**src/rtl/lsu_pkg.sv**
```systemverilog
// Shared definitions for the load/store unit: access-width encodings,
// sequencer states and the access legality/alignment rule.
package lsu_pkg;

  localparam logic [2:0] LS_B  = 3'b000;
  localparam logic [2:0] LS_H  = 3'b001;
  localparam logic [2:0] LS_W  = 3'b010;
  localparam logic [2:0] LS_BU = 3'b100;
  localparam logic [2:0] LS_HU = 3'b101;

  typedef enum logic [1:0] {
    ST_IDLE = 2'b00,
    ST_REQ  = 2'b01,
    ST_DONE = 2'b10,
    ST_ERR  = 2'b11
  } lsu_state_e;

  // Unsigned widths exist only for loads; halves and words need natural alignment.
  function automatic logic ls_access_ok(input logic [2:0] mode,
                                        input logic       rw,
                                        input logic [1:0] addr_lo);
    logic ok_v;
    case (mode)
      LS_B:    ok_v = 1'b1;
      LS_BU:   ok_v = ~rw;
      LS_H:    ok_v = ~addr_lo[0];
      LS_HU:   ok_v = ~rw & ~addr_lo[0];
      LS_W:    ok_v = (addr_lo == 2'b00);
      default: ok_v = 1'b0;
    endcase
    return ok_v;
  endfunction

endpackage

```
**src/rtl/lsu_lane_align.sv**
```systemverilog
// Combinational lane steering: byte enables and replicated store data on the
// way out, byte/halfword selection and extension on the way back.
module lsu_lane_align
  import lsu_pkg::*;
(
  input  logic [1:0]  st_addr_lo,
  input  logic [2:0]  st_mode,
  input  logic [31:0] st_wdata,
  output logic [3:0]  st_be,
  output logic [31:0] st_wdata_aligned,
  input  logic [1:0]  ld_addr_lo,
  input  logic [2:0]  ld_mode,
  input  logic [31:0] ld_rdata,
  output logic [31:0] ld_ext
);

  logic [7:0]  ld_byte_s;
  logic [15:0] ld_half_s;

  assign ld_byte_s = ld_rdata[{ld_addr_lo, 3'b000} +: 8];
  assign ld_half_s = ld_addr_lo[1] ? ld_rdata[31:16] : ld_rdata[15:0];

  // Store path: enables follow the access width, data is replicated into every lane.
  always_comb begin
    st_be            = 4'b0000;
    st_wdata_aligned = 32'h0000_0000;
    case (st_mode)
      LS_B, LS_BU: begin
        st_be            = 4'b0001 << st_addr_lo;
        st_wdata_aligned = {4{st_wdata[7:0]}};
      end
      LS_H, LS_HU: begin
        st_be            = 4'b0011 << {st_addr_lo[1], 1'b0};
        st_wdata_aligned = {2{st_wdata[15:0]}};
      end
      LS_W: begin
        st_be            = 4'b1111;
        st_wdata_aligned = st_wdata;
      end
      default: begin
        st_be            = 4'b0000;
        st_wdata_aligned = 32'h0000_0000;
      end
    endcase
  end

  // Load path: pick the addressed lane and extend to 32 bits.
  always_comb begin
    ld_ext = 32'h0000_0000;
    case (ld_mode)
      LS_B:    ld_ext = {{24{ld_byte_s[7]}}, ld_byte_s};
      LS_BU:   ld_ext = {24'h00_0000, ld_byte_s};
      LS_H:    ld_ext = {{16{ld_half_s[15]}}, ld_half_s};
      LS_HU:   ld_ext = {16'h0000, ld_half_s};
      LS_W:    ld_ext = ld_rdata;
      default: ld_ext = 32'h0000_0000;
    endcase
  end

endmodule

```
**src/rtl/lsu_ctrl.sv**
```systemverilog
// Load/store sequencer: launches one req/ack bus transaction per memory
// instruction, stalls the pipeline while it is outstanding, reports faults.
module lsu_ctrl
  import lsu_pkg::*;
#(
  parameter int unsigned TIMEOUT = 255,
  parameter int unsigned ADDR_W  = 32
) (
  input  logic              clk,
  input  logic              rst_n,
  input  logic              mem_en,
  input  logic              mem_rw,
  input  logic [2:0]        ls_mode,
  input  logic [ADDR_W-1:0] addr,
  input  logic [31:0]       wdata,
  output logic              stall,
  output logic [31:0]       ld_data,
  output logic              ld_valid,
  output logic              fault,
  output logic              bus_req,
  output logic              bus_we,
  output logic [ADDR_W-1:0] bus_addr,
  output logic [3:0]        bus_be,
  output logic [31:0]       bus_wdata,
  input  logic              bus_ack,
  input  logic              bus_err,
  input  logic [31:0]       bus_rdata
);

  localparam logic [15:0] TO_LAST = 16'(TIMEOUT - 1);

  lsu_state_e  state_r;
  lsu_state_e  state_s;
  logic [15:0] cnt_r;
  logic [1:0]  addr_lo_r;
  logic [2:0]  mode_r;
  logic        access_ok_s;
  logic [3:0]  be_s;
  logic [31:0] wdata_al_s;
  logic [31:0] ld_ext_s;

  assign access_ok_s = ls_access_ok(ls_mode, mem_rw, addr[1:0]);
  assign stall       = ((state_r == ST_IDLE) & mem_en & access_ok_s) | (state_r == ST_REQ);

  lsu_lane_align u_lane_align (
    .st_addr_lo       (addr[1:0]),
    .st_mode          (ls_mode),
    .st_wdata         (wdata),
    .st_be            (be_s),
    .st_wdata_aligned (wdata_al_s),
    .ld_addr_lo       (addr_lo_r),
    .ld_mode          (mode_r),
    .ld_rdata         (bus_rdata),
    .ld_ext           (ld_ext_s)
  );

  // State register.
  always_ff @(posedge clk or negedge rst_n) begin
    if (!rst_n) begin
      state_r <= ST_IDLE;
    end else begin
      state_r <= state_s;
    end
  end

  // Next-state logic; ack/err outrank the timeout in the same cycle.
  always_comb begin
    state_s = state_r;
    case (state_r)
      ST_IDLE: begin
        if (mem_en) begin
          state_s = access_ok_s ? ST_REQ : ST_ERR;
        end else begin
          state_s = ST_IDLE;
        end
      end
      ST_REQ: begin
        if (bus_err) begin
          state_s = ST_ERR;
        end else if (bus_ack) begin
          state_s = ST_DONE;
        end else if (cnt_r == TO_LAST) begin
          state_s = ST_ERR;
        end else begin
          state_s = ST_REQ;
        end
      end
      ST_DONE: state_s = ST_IDLE;
      ST_ERR:  state_s = ST_IDLE;
      default: state_s = ST_IDLE;
    endcase
  end

  // Bus launch/hold, timeout counter, load capture and status pulses.
  always_ff @(posedge clk or negedge rst_n) begin
    if (!rst_n) begin
      bus_req   <= 1'b0;
      bus_we    <= 1'b0;
      bus_addr  <= '0;
      bus_be    <= 4'b0000;
      bus_wdata <= 32'h0000_0000;
      ld_data   <= 32'h0000_0000;
      ld_valid  <= 1'b0;
      fault     <= 1'b0;
      cnt_r     <= 16'd0;
      addr_lo_r <= 2'b00;
      mode_r    <= 3'b000;
    end else begin
      ld_valid <= (state_s == ST_DONE) & ~bus_we;
      fault    <= (state_s == ST_ERR);
      case (state_r)
        ST_IDLE: begin
          if (mem_en && access_ok_s) begin
            bus_req   <= 1'b1;
            bus_we    <= mem_rw;
            bus_addr  <= {addr[ADDR_W-1:2], 2'b00};
            bus_be    <= be_s;
            bus_wdata <= wdata_al_s;
            addr_lo_r <= addr[1:0];
            mode_r    <= ls_mode;
            cnt_r     <= 16'd0;
          end
        end
        ST_REQ: begin
          if (bus_ack || bus_err) begin
            bus_req <= 1'b0;
            if (bus_ack && !bus_err && !bus_we) begin
              ld_data <= ld_ext_s;
            end
          end else if (cnt_r == TO_LAST) begin
            bus_req <= 1'b0;
          end else begin
            cnt_r <= cnt_r + 16'd1;
          end
        end
        default: begin
        end
      endcase
    end
  end

endmodule

```
**config.mk**
```make
export PLATFORM = sky130hd
export DESIGN_NAME = lsu_ctrl
export DESIGN_NICKNAME = d
export VERILOG_FILES = /design/src/rtl/lsu_pkg.sv /design/src/rtl/lsu_lane_align.sv /design/src/rtl/lsu_ctrl.sv
export SDC_FILE = /design/constraint.sdc
export NUM_CORES = 1
export LEC_CHECK = 0
export BUFFER_PORTS_ARGS = -buffer_cell sky130_fd_sc_hd__buf_2
export CAP_MARGIN = 30
export CORE_MARGIN = 2
export CORE_UTILIZATION = 50
export CTS_BUF_LIST = sky130_fd_sc_hd__clkbuf_8
export DETAILED_ROUTE_END_ITERATION = 12
export PLACE_DENSITY = 0.77
export SETUP_SLACK_MARGIN = 0.3
export SLEW_MARGIN = 15
export SYNTH_ARGS = -nofsm -noshare
export SYNTH_HDL_FRONTEND = slang
export SYNTH_HIERARCHICAL = 1
export SYNTH_SLANG_ARGS = --single-unit
```
**constraint.sdc**
```tcl
create_clock -name clk -period 3 [get_ports clk]
set_input_delay 0.9 -clock clk [delete_from_list [all_inputs] [get_ports clk]]
set_output_delay 0.9 -clock clk [all_outputs]
set_load 0.02 [all_outputs]
```
# [Word level (Yosys, flattened, before mapping)]
# Index checks and enable logic that the tools add are counted.
[word_totals] out_inout_bits=105 inputBits=105 reg_bits=125 elab_cells=79
[op_classes] n_addsub=1 n_eq_ne=18 n_bitwise=8 n_shift=3 mux=19 n_reduce_logical=18
[op_table] operator="one-hot mux 32 bit (5 select lines)" n=1
[op_table] operator="one-hot mux 32 bit (3 select lines)" n=1
[op_table] operator="2-to-1 mux 16 bit" n=4
[op_table] operator="one-hot mux 16 bit (2 select lines)" n=1
[op_table] operator="indexed part select 32 x 6 -> 8 bit" n=1
[op_table] operator="adder 16 x 1 -> 16 bit (second input constant)" n=1
[op_table] operator="== test 16 x 8 -> 1 bit (second input constant)" n=1
[op_table] operator="== test 3 bit (second input constant)" n=4
[op_table] operator="one-hot mux 4 bit (3 select lines)" n=1
[op_table] operator="2-to-1 mux 2 bit" n=5
[op_table] operator="== test 2 bit (second input constant)" n=4
[op_table] operator="== test 3 x 1 -> 1 bit (second input constant)" n=2
[op_table] operator="== test 3 x 2 -> 1 bit (second input constant)" n=2
[op_table] operator="zero test 3 bit" n=2
[op_table] operator="one-hot mux 2 bit (3 select lines)" n=1
[op_table] operator="AND reduction 3 bit" n=2
[op_table] operator="OR reduction 2 bit" n=3
[op_table] operator="one-hot mux 1 bit (5 select lines)" n=1
[op_table] operator="AND 1 bit" n=4
[op_table] operator="zero test 2 bit" n=2
[op_table] operator="inequality test 2 bit (second input constant)" n=2
[op_table] operator="AND reduction 4 bit" n=1
[op_table] operator="<< shifter 1 x 2 -> 4 bit (first input constant)" n=1
[op_table] operator="<< shifter 2 x 2 -> 4 bit (first input constant)" n=1
[op_table] operator="12 further kinds" n=19

# [Logic depth before layout (Yosys ltp)]
# Gate-level depths: netlist (run 1).
[logic_depth] ltp_word=8 mapped_depth=7 depth_no_buf=6

# [Modules after synthesis]
# The synthesis (run 1) kept the hierarchy.
[modules_own_cells] mod="lsu_ctrl" instances=1 cells_per_inst=348 area_per_inst_um2=5083.6 seq_area_each_um2=3128.0
[modules_own_cells] mod="lsu_lane_align" instances=1 cells_per_inst=225 area_per_inst_um2=1472.7 seq_area_each_um2=0.0

# [Least setup slack after synthesis (run 1)]
# Ideal clock, no wire load.
[synth_path] path_type="in2out" from="in ls_mode[0]" to="out stall" slack_ns=0.325 path_stages=3 required_time_ns=2.100 path_buffers=0 arrival_ns=1.775 cell_sequence="a221oi_1 > o21ai_0 > a21oi_1"
[synth_between] elab_chain_cells=4 elab_cells_between_ends=8 cone_classes="eq/ne (4); mux (1); bitwise (2); reduce/logical (1)"
[synth_rtl] item="from (decl)" line_no="lsu_ctrl.sv:13" source="input logic [2:0] ls_mode,"
[synth_rtl] item="== test 3 x 2 -> 1 bit, or another cell as far along" line_no="lsu_pkg.sv:23" source="case (mode)"
[synth_rtl] item="one-hot mux 1 bit (5 select lines) *" line_no="lsu_pkg.sv:23"
[synth_rtl] item="AND 1 bit *" line_no="lsu_ctrl.sv:43" source="assign stall = ((state_r == ST_IDLE) & mem_en & access_ok_s) | (state_r == ST_REQ);"
[synth_rtl] item="bitwise OR 1 bit *" line_no="lsu_ctrl.sv:43"
[synth_rtl] item="to (decl)" line_no="lsu_ctrl.sv:16" source="output logic stall,"
# Every way passes the cells marked *; elsewhere a longest branch is shown, timed or not.

# [Worst setup path after layout (run 1)]
# Ends and elaborated chain as after synthesis.

==> metrics.md, run 1 <==
| Metric | Value |
|---|---|
| First-pass GRT wire length | approximately 27000 um |
| Gr ovfl total | 0 |
| Synthesized area | around 6600 um2 |
| Sequential share of power | 0.348 |
| CP startpoint | ls_mode[0] |
| DIE AREA | ~14000 um2 |
| Async set-or-reset flop fraction in the synthesized netlist | 1.00 |
| Vias in the first global route | around 5400 |
| Placed Area | between 7000 and 8000 um2 |
| Total Neg Setup Slack | 0 ns |
| CP max stage delay | between 0.2 and 0.3 ns |
| Crit path DAT | about 1.8 ns |
| Setup Viol. Count Final | 0 |
| RePlAce Congestion | 0.845 |
| Max Cap Viol | 0 |
| GR Util All Layers | 0.242 |
| Clock Tree Buf Depth | 2 |
| Total CTS buffers | 17 |
| FF-to-FF Start | addr_lo_r[1] |
| Routed Wire Length | ~17000 um |
| Post-Place Setup Slack | 0.0469 ns |
| Synth top area cells | dfrtp_1, mux2_2, a21oi_1 |
| Most frequent cells in the layout | buf_2, dfrtp_1, mux2_2 |
| CP Capture Type | output pin |
| Row count | 41 |
| Flops & latches, synth | around 130 |
| Most used cell, CP | buf_6 |
| Drt via density | between 5 and 6 |
| CTS sink cnt | roughly 130 |
| Worst VDD drop | ~0.00056 V |
| Final cycle utilization of the critical path | 0.890 |
| Setup ws final | roughly 0.33 ns |
| Post-Syn Area per Cell | between 10 and 15 um2 |
| Crit-path slowest cell | nor4_4 |
| H-Tree Depth | 4 |
| Starting Density | 0.515 |
| Simple-Gate Fraction of Synth Area | 0.0985 |
| Worst EP required | 2.10 ns |
| Leak | between 4 and 5 nW |
| Placed insts | slightly above 900 |
| Outcome | finished, final reports clean |
| RSZ-0062 raised after global routing | yes |
| # IOs | 210 |
| Synth unique cells | 58 |
| Syn. warnings | 6 |
| Hold Path Class | in -> async |
| Final core occ | 0.651 |
| Largest area contributor in the netlist | dfrtp_1 |
| Post-Synth Adder-Cell Area | 0.00382 |
| Clk pin slew, worst setup/hold paths | 0.08 ns |
| NumNets Final | about 880 |
| Worst-path cell chain | buf_6, nor4_4, buf_4, o21ai_2, a21oi_2, buf_6 |
| Startpoint Class | input pin |
| Ys flop type | dfrtp_1 |
| Hpwl dp | between 10000 and 15000 um |
| Cell count after synthesis | around 570 |
| Max-slew headroom at the worst pin | 0.495 |
| Top cell type's share of synthesized area | 0.477 |
| PD cells | 1010 nW/um2 |
| Layout cells sized above 1 | 0.493 |
| Gate power share | 0.450 |
| Largest net degree at the start of global routing | 70 |
| Total power | roughly 8.4 mW |
| Antenna violations before repair | 0 |
| Crit path to | stall |
| CORE AREA | 12700 um2 |
| Net Sw Frac | 0.401 |
| ANT nets after route | 0 |
| Clk_lat worst skew | 0.43 ns |
| Die height | between 100 and 150 um |
| DR vias | approximately 5500 |
| Max Freq | about 0.37 GHz |
| Total net switching power | approximately 3.4 mW |
| Worst-case reg-to-reg path depth | 4 |
| Worst-path fanout max | 3 |
| CTS tree | done |
| Kind of critical path | in -> out |
| Final Non-Filler Cells | about 960 |
| Max-slew violation count | 0 |
| Design Area, Final | 8280 um2 |
| Inserted Diodes | 0 |
| Worst r2r dst | ld_data[17] |
| Post-synthesis mux area share | 0.210 |
| Largest family of logic cells by synthesized area | multiplexers |
| Die W | between 100 and 150 um |
| Final hold violations | 0 |
| Worst Tran Pin Value | 0.758 ns |
| Register area share after synthesis | 0.477 |
| Synth Area in XOR/XNOR | 0 |
| Clk pwr share | 0.202 |
| Worst hold slack | around 0.32 ns |
| Number of synthesized flops with an enable pin | 0 |
| Commonest non-fill, non-tap cell in the layout | buf_2 |
| DRC violations left | 0 |
| Power Internal | between 5 and 6 mW |
| Final Skew | approximately 0.0076 ns |
| Root Buffer | clkbuf_8 |
| TritonRoute pass-1 iters | 5 |
| Number of buffers added on ports | roughly 210 |
| Minimum clock period | 2.67 ns |
| Initial DRC count | 400 |
| Synth Area in Compound Gates | 0.167 |
| FF-to-FF setup slack | between 0.7 and 0.8 ns |
| Area delta synth->final | 26.3% |
| Routed len/inst | between 15 and 20 um |
[sequential cells by signal, summed over array words and instances, names as in the netlist]
| name | flops |
|---|---|
| bus_addr | 30 |
| ld_valid | 1 |
| addr_lo_r | 2 |
| bus_be | 4 |
| bus_wdata | 32 |
| ld_data | 32 |
| bus_req | 1 |
| state_r | 2 |
| fault | 1 |
| cnt_r | 16 |
| mode_r | 3 |
| bus_we | 1 |
[worst max-delay path: cells and delay by family]
kind,cells,cell delay [ns]
buffers and inverters,3,0.40
and+or+nand+nor,1,0.26
AOI/OAI and AO/OA,2,0.20
[layout make-up]
cell class                 instances  area, um2
multi-input combinational        393       3200
fill                            1004       4440
clock inverter                    12        193
sequential                       125       3130
timing repair buffer             226       1240
tap                              172        215
clock buffer                      19        262
inverter                          12       45.0
[worst min-delay path by stage]
stage | from | to | slack [ns] | depth (start not counted)
6_report | rst_n | ld_data[1] | 0.32 | 1
5_1_grt | rst_n | ld_data[1] | 0.30 | 1
2_1_floorplan | mode_r[2] | mode_r[2] | 0.47 | 1
3_5_place_dp | bus_req | bus_req | 0.47 | 1
3_3_place_gp | bus_req | bus_req | 0.48 | 1
4_1_cts | rst_n | ld_data[1] | 0.29 | 1
[routing by layer]
| layer | up-vias | GRT usage | share of wire | wire length, um |
|---|---|---|---|---|
| met5 | - | 0 | 0 | 0 |
| li1 | 2548 | - | - | - |
| met1 | 2658 | 0.308 | 0.42 | 7080 |
| met2 | 249 | 0.395 | 0.49 | 8330 |
| met3 | 17 | 0.0685 | 0.082 | 1390 |
| met4 | 0 | 0.0856 | 0.011 | 193 |
[cell families after synthesis]
family | after synthesis
compound gates | 165
fa+ha+maj | 2
buf+inv | 56
flops | 125
mux | 123
other cells | 1
simple gates | 101
[power by group through the flow]
stage               combinational (mW)  sequential, mW  clock, mW
floorplan                         1.89            3.56          0
global placement                  3.66            2.88          0
detailed placement                3.74            2.93          0
CTS                               3.76            2.91       1.73
global route                      4.03            3.01       1.81
finish                            3.77            2.92       1.70
[synth_stat cells, drive strengths merged, types with 2 or more instances]
cell type and count:
ha 2, a21o 16, or4 8, nor2 15, and3b 7, nor3 2, buf 29, o211ai 5
a31o 3, o31ai 16, clkbuf 15, or3 3, nand4 5, nor3b 2, and2 15, a22oi 16
and4 2, a21oi 37, nor2b 6, nor4 3, a211oi 24, mux2 114, nor4b 2, nand2 15
nand3 5, o21ai 32, o22ai 7, inv 12, mux2i 9, a32oi 2, dfrtp 125, nand2b 5
[what timing repair did]
| item | CTS | global route |
|---|---|---|
| setup endpoints to repair | 1 | 1 |
| pin swaps | 2 | 0 |
| buffers inserted | 1 | 0 |
| hold buffers | 0 | 0 |
| gates resized for setup | 12 | 2 |
Power figures use the tool's default switching activity.
==> inputs of run 2 (changes only) <==
--- a/config.mk
+++ b/config.mk
@@ -5,13 +5,14 @@
 export SDC_FILE = /design/constraint.sdc
 export NUM_CORES = 1
 export LEC_CHECK = 0
+export ABC_AREA = 1
 export BUFFER_PORTS_ARGS = -buffer_cell sky130_fd_sc_hd__buf_2
 export CAP_MARGIN = 30
 export CORE_MARGIN = 2
 export CORE_UTILIZATION = 50
 export CTS_BUF_LIST = sky130_fd_sc_hd__clkbuf_8
 export DETAILED_ROUTE_END_ITERATION = 12
-export PLACE_DENSITY = 0.77
+export PLACE_DENSITY = 0.76
 export SETUP_SLACK_MARGIN = 0.3
 export SLEW_MARGIN = 15
 export SYNTH_ARGS = -nofsm -noshare
==> run 2 against run 1 <==
Clock-buffer cell count grew 1. Wire length grew 9.9%. Clock skew grew 0.0020 ns. Largest cell class is now flip-flops and latches. Largest power group unchanged. Highest routed layer unchanged.
==> metrics.md, run 2 <==
| Metric | Value |
|---|---|
| Leak | 4.95 nW (was 4.04 nW) |
| Outcome | finished, final reports clean (unchanged) |
| Placed Area | 7830 um2 (was 7760 um2) |
| Top Family by Delay on Critical Path | simple AND/OR/NAND/NOR gates (was buffers and inverters) |
| Post-CTS setup buffers | 0 (was 1) |
| Worst r2r dst | cnt_r[11] (was ld_data[17]) |
| Register area share after synthesis | 0.462 (was 0.477) |
| Final cycle utilization of the critical path | 0.860 (was 0.890) |
| H-Tree Depth | 4 (unchanged) |
| DR vias | 6774 (was 5472) |
| Largest net degree at the start of global routing | 126 (was 70) |
| Clock Tree Buf Depth | 2 (unchanged) |
| Top cell type's share of synthesized area | 0.462 (was 0.477) |
| Hold Path Class | reg -> reg (was in -> async) |
| GR Util All Layers | 0.264 (was 0.242) |
| ANT nets after route | 0 (unchanged) |
| Number of buffers added on ports | 207 (unchanged) |
| Clk pin slew, worst setup/hold paths | 0.07 ns (was 0.08 ns) |
| Synth top area cells | dfrtp_1, nand2_1, nand3_1 (was dfrtp_1, mux2_2, a21oi_1) |
| Fill cells | 1300 (was 1004) |
| Final Skew | 0.00961 ns (was 0.00761 ns) |
| Antenna violations before repair | 0 (unchanged) |
| Cell count after synthesis | 970 (was 573) |
| Worst VDD drop | 0.000701 V (was 0.000561 V) |
| Minimum clock period | 2.58 ns (was 2.67 ns) |
| Drt via density | 5.03 (was 5.71) |
| Setup ws final | 0.421 ns (was 0.329 ns) |
| Routed Wire Length | 18700 um (was 17000 um) |
| Hpwl dp | 12900 um (was 12300 um) |
| CP max stage delay | 0.18 ns (was 0.26 ns) |
| PD cells | 955 nW/um2 (was 1010 nW/um2) |
| Vias in the first global route | 6181 (was 5417) |
| Synthesized area | 6780 um2 (was 6560 um2) |
| Setup Viol. Count Final | 0 (unchanged) |
| Worst-path fanout max | 6 (was 3) |
| Largest area contributor in the netlist | dfrtp_1 (unchanged) |
| Row count | 42 (was 41) |
| Clk_lat worst skew | 0.44 ns (was 0.43 ns) |
| Inserted Diodes | 0 (unchanged) |
| Post-synth top cells | nand2_1, dfrtp_1, nand3_1 (was dfrtp_1, mux2_2, a21oi_1) |
| # IOs | 210 (unchanged) |
| Root Buffer | clkbuf_8 (unchanged) |
| Final Non-Filler Cells | 1348 (was 959) |
| Crit path DAT | 1.68 ns (was 1.77 ns) |
| Max Freq | 0.388 GHz (was 0.374 GHz) |
| Worst EP required | 2.10 ns (about the same) |
| Worst-path cell chain | buf_2, nor2_1, nand3_1, nand2_2, nand2_2, nand2_4, buf_2 (was buf_6, nor4_4, buf_4, o21ai_2, a21oi_2, buf_6) |
| Post-Place Setup Slack | 0.417 ns (was 0.0469 ns) |
| Crit path to | stall (unchanged) |
| Design Area, Final | 8270 um2 (was 8280 um2) |
| NumNets Final | 1266 (was 882) |
| Number of synthesized flops with an enable pin | 0 (unchanged) |
| Flops & latches, synth | 125 (unchanged) |
| Most frequent cells in the layout | nand2_1, buf_2, dfrtp_1 (was buf_2, dfrtp_1, mux2_2) |
| Total Neg Setup Slack | 0 ns (unchanged) |
| Worst-case reg-to-reg path depth | 6 (was 4) |
| Ys flop type | dfrtp_1 (unchanged) |
| Top Registers | bus_wdata: 32 flops, ld_data: 32 flops, bus_addr: 30 flops (unchanged) |
| CORE AREA | 13200 um2 (was 12700 um2) |
| Crit path buffers/inverters | 2 (was 3) |
| DRC violations left | 0 (unchanged) |
| Post-Syn Area per Cell | 6.99 um2 (was 11.4 um2) |
| Routed len/inst | 13.9 um (was 17.7 um) |
| Launch point of the worst hold path | bus_addr[4] |
| Commonest non-fill, non-tap cell in the layout | nand2_1 (was buf_2) |
| TritonRoute pass-1 iters | 6 (was 5) |
| Synth unique cells | 30 (was 58) |
| Die W | 120 um (was 119 um) |
| CTS tree | done (unchanged) |
| First-pass GRT wire length | 30200 um (was 27100 um) |
| CTS sink cnt | 125 (unchanged) |
| Top-count cell post-synth | nand2_1 (was dfrtp_1) |
| FF-to-FF Start | state_r[0] (was addr_lo_r[1]) |
| Placed insts | 1316 (was 927) |
| Final core occ | 0.625 (was 0.651) |
| Hold Buf Count CTS | 0 (unchanged) |
| Initial DRC count | 549 (was 400) |
| FF-to-FF setup slack | 1.01 ns (was 0.78 ns) |
| Levels on crit path | 7 (was 6) |
| Final hold violations | 0 (unchanged) |
| Async set-or-reset flop fraction in the synthesized netlist | 1.00 (unchanged) |
| CP Capture Type | output pin (unchanged) |
| Total CTS buffers | 17 (unchanged) |
| Worst Tran Pin Value | 0.762 ns (was 0.758 ns) |
| # resized after CTS | 0 (was 12) |
| Kind of critical path | in -> out (unchanged) |
| Startpoint Class | input pin (unchanged) |
| RePlAce Congestion | 0.891 (was 0.845) |
| DIE AREA | 14500 um2 (was 14000 um2) |
| Gr ovfl total | 0 (unchanged) |
| Layout cells sized above 1 | 0.229 (was 0.493) |
| Max-slew headroom at the worst pin | 0.492 (was 0.495) |
| Syn. warnings | 6 (unchanged) |
| Die height | 120 um (was 119 um) |
| Area delta synth->final | 22.0% (was 26.3%) |
| Crit-path slowest cell | buf_2 (was nor4_4) |
| Max-slew violation count | 0 (unchanged) |
| RSZ-0062 raised after global routing | no (was yes) |
| Max Cap Viol | 0 (unchanged) |
| Starting Density | 0.512 (was 0.515) |
| CP startpoint | addr[0] (was ls_mode[0]) |
## run 2: cell types whose count changed in the layout (fill, tap and decap cells not counted), sizes merged, moves of 24 or more
cell,delta
a21oi,-36
nor2,+58
nand2,+476
a211oi,-24
inv,+64
mux2,-114
nand3,+108
## run 2: tightest hold or removal path, stage by stage (launching register included)
cell and delay, ns:
dfrtp_1 0.34, nand2_1 0.05, nand2_1 0.04
## run 2: stage by stage
| stage | power, mW | hold WS, ns |
|---|---|---|
| final | 7.90 | 0.468 |
| after global routing | 8.47 | 0.489 |
| after CTS | 7.95 | 0.471 |
| after detailed placement | 6.28 | 0.453 |
| after global placement | 6.22 | 0.450 |
| after floorplan | 5.19 | 0.475 |
## run 2: cell type report
class / instances / area (um2) / share of cell area
Sequential cell: 125 / 3130 / 0.378
Multi-Input combinational cell: 730 / 3110 / 0.376
Timing Repair Buffer: 213 / 1100 / 0.133
Clock buffer: 20 / 275 / 0.0333
Inverter: 72 / 273 / 0.0330
Tap cell: 176 / 220 / 0.0266
Clock inverter: 12 / 169 / 0.0204
## run 2: cells by family (layout without fill, tap and decap cells)
logic type               Yosys count  in the layout  synth area share
AND/OR/NAND/NOR                  685            685             0.416
flip-flops                       125            125             0.462
buffers and inverters            116            317            0.0801
AO/OA/AOI/OAI                     36             36            0.0314
XOR/XNOR                           5              5           0.00646
adder cells (fa/ha/maj)            2              2           0.00369
other                              1              2          0.000553
## run 2: worst min path at each step
stage	end	slack (ns)	cells past startpoint
after floorplan	addr_lo_r[1]	0.47	2
after global placement	bus_addr[2]	0.45	2
after detailed placement	bus_wdata[15]	0.45	2
after CTS	bus_addr[4]	0.47	2
after global routing	bus_addr[28]	0.49	2
final	bus_addr[4]	0.47	2
## run 2: power breakdown
| part | internal (mW) | leakage, nW | switching, mW |
|---|---|---|---|
| logic | 1.06 | 3.10 | 2.40 |
| clock network | 0.966 | 0.229 | 0.675 |
| registers | 2.35 | 1.62 | 0.447 |
## run 2: metal layers
layer | share of wire | track usage | vias up
met4 | 0.019 | 0.0959 | 0
li1 | - | - | 3365
met3 | 0.085 | 0.0792 | 32
met2 | 0.46 | 0.405 | 292
met5 | 0 | 0 | -
met1 | 0.44 | 0.355 | 3085
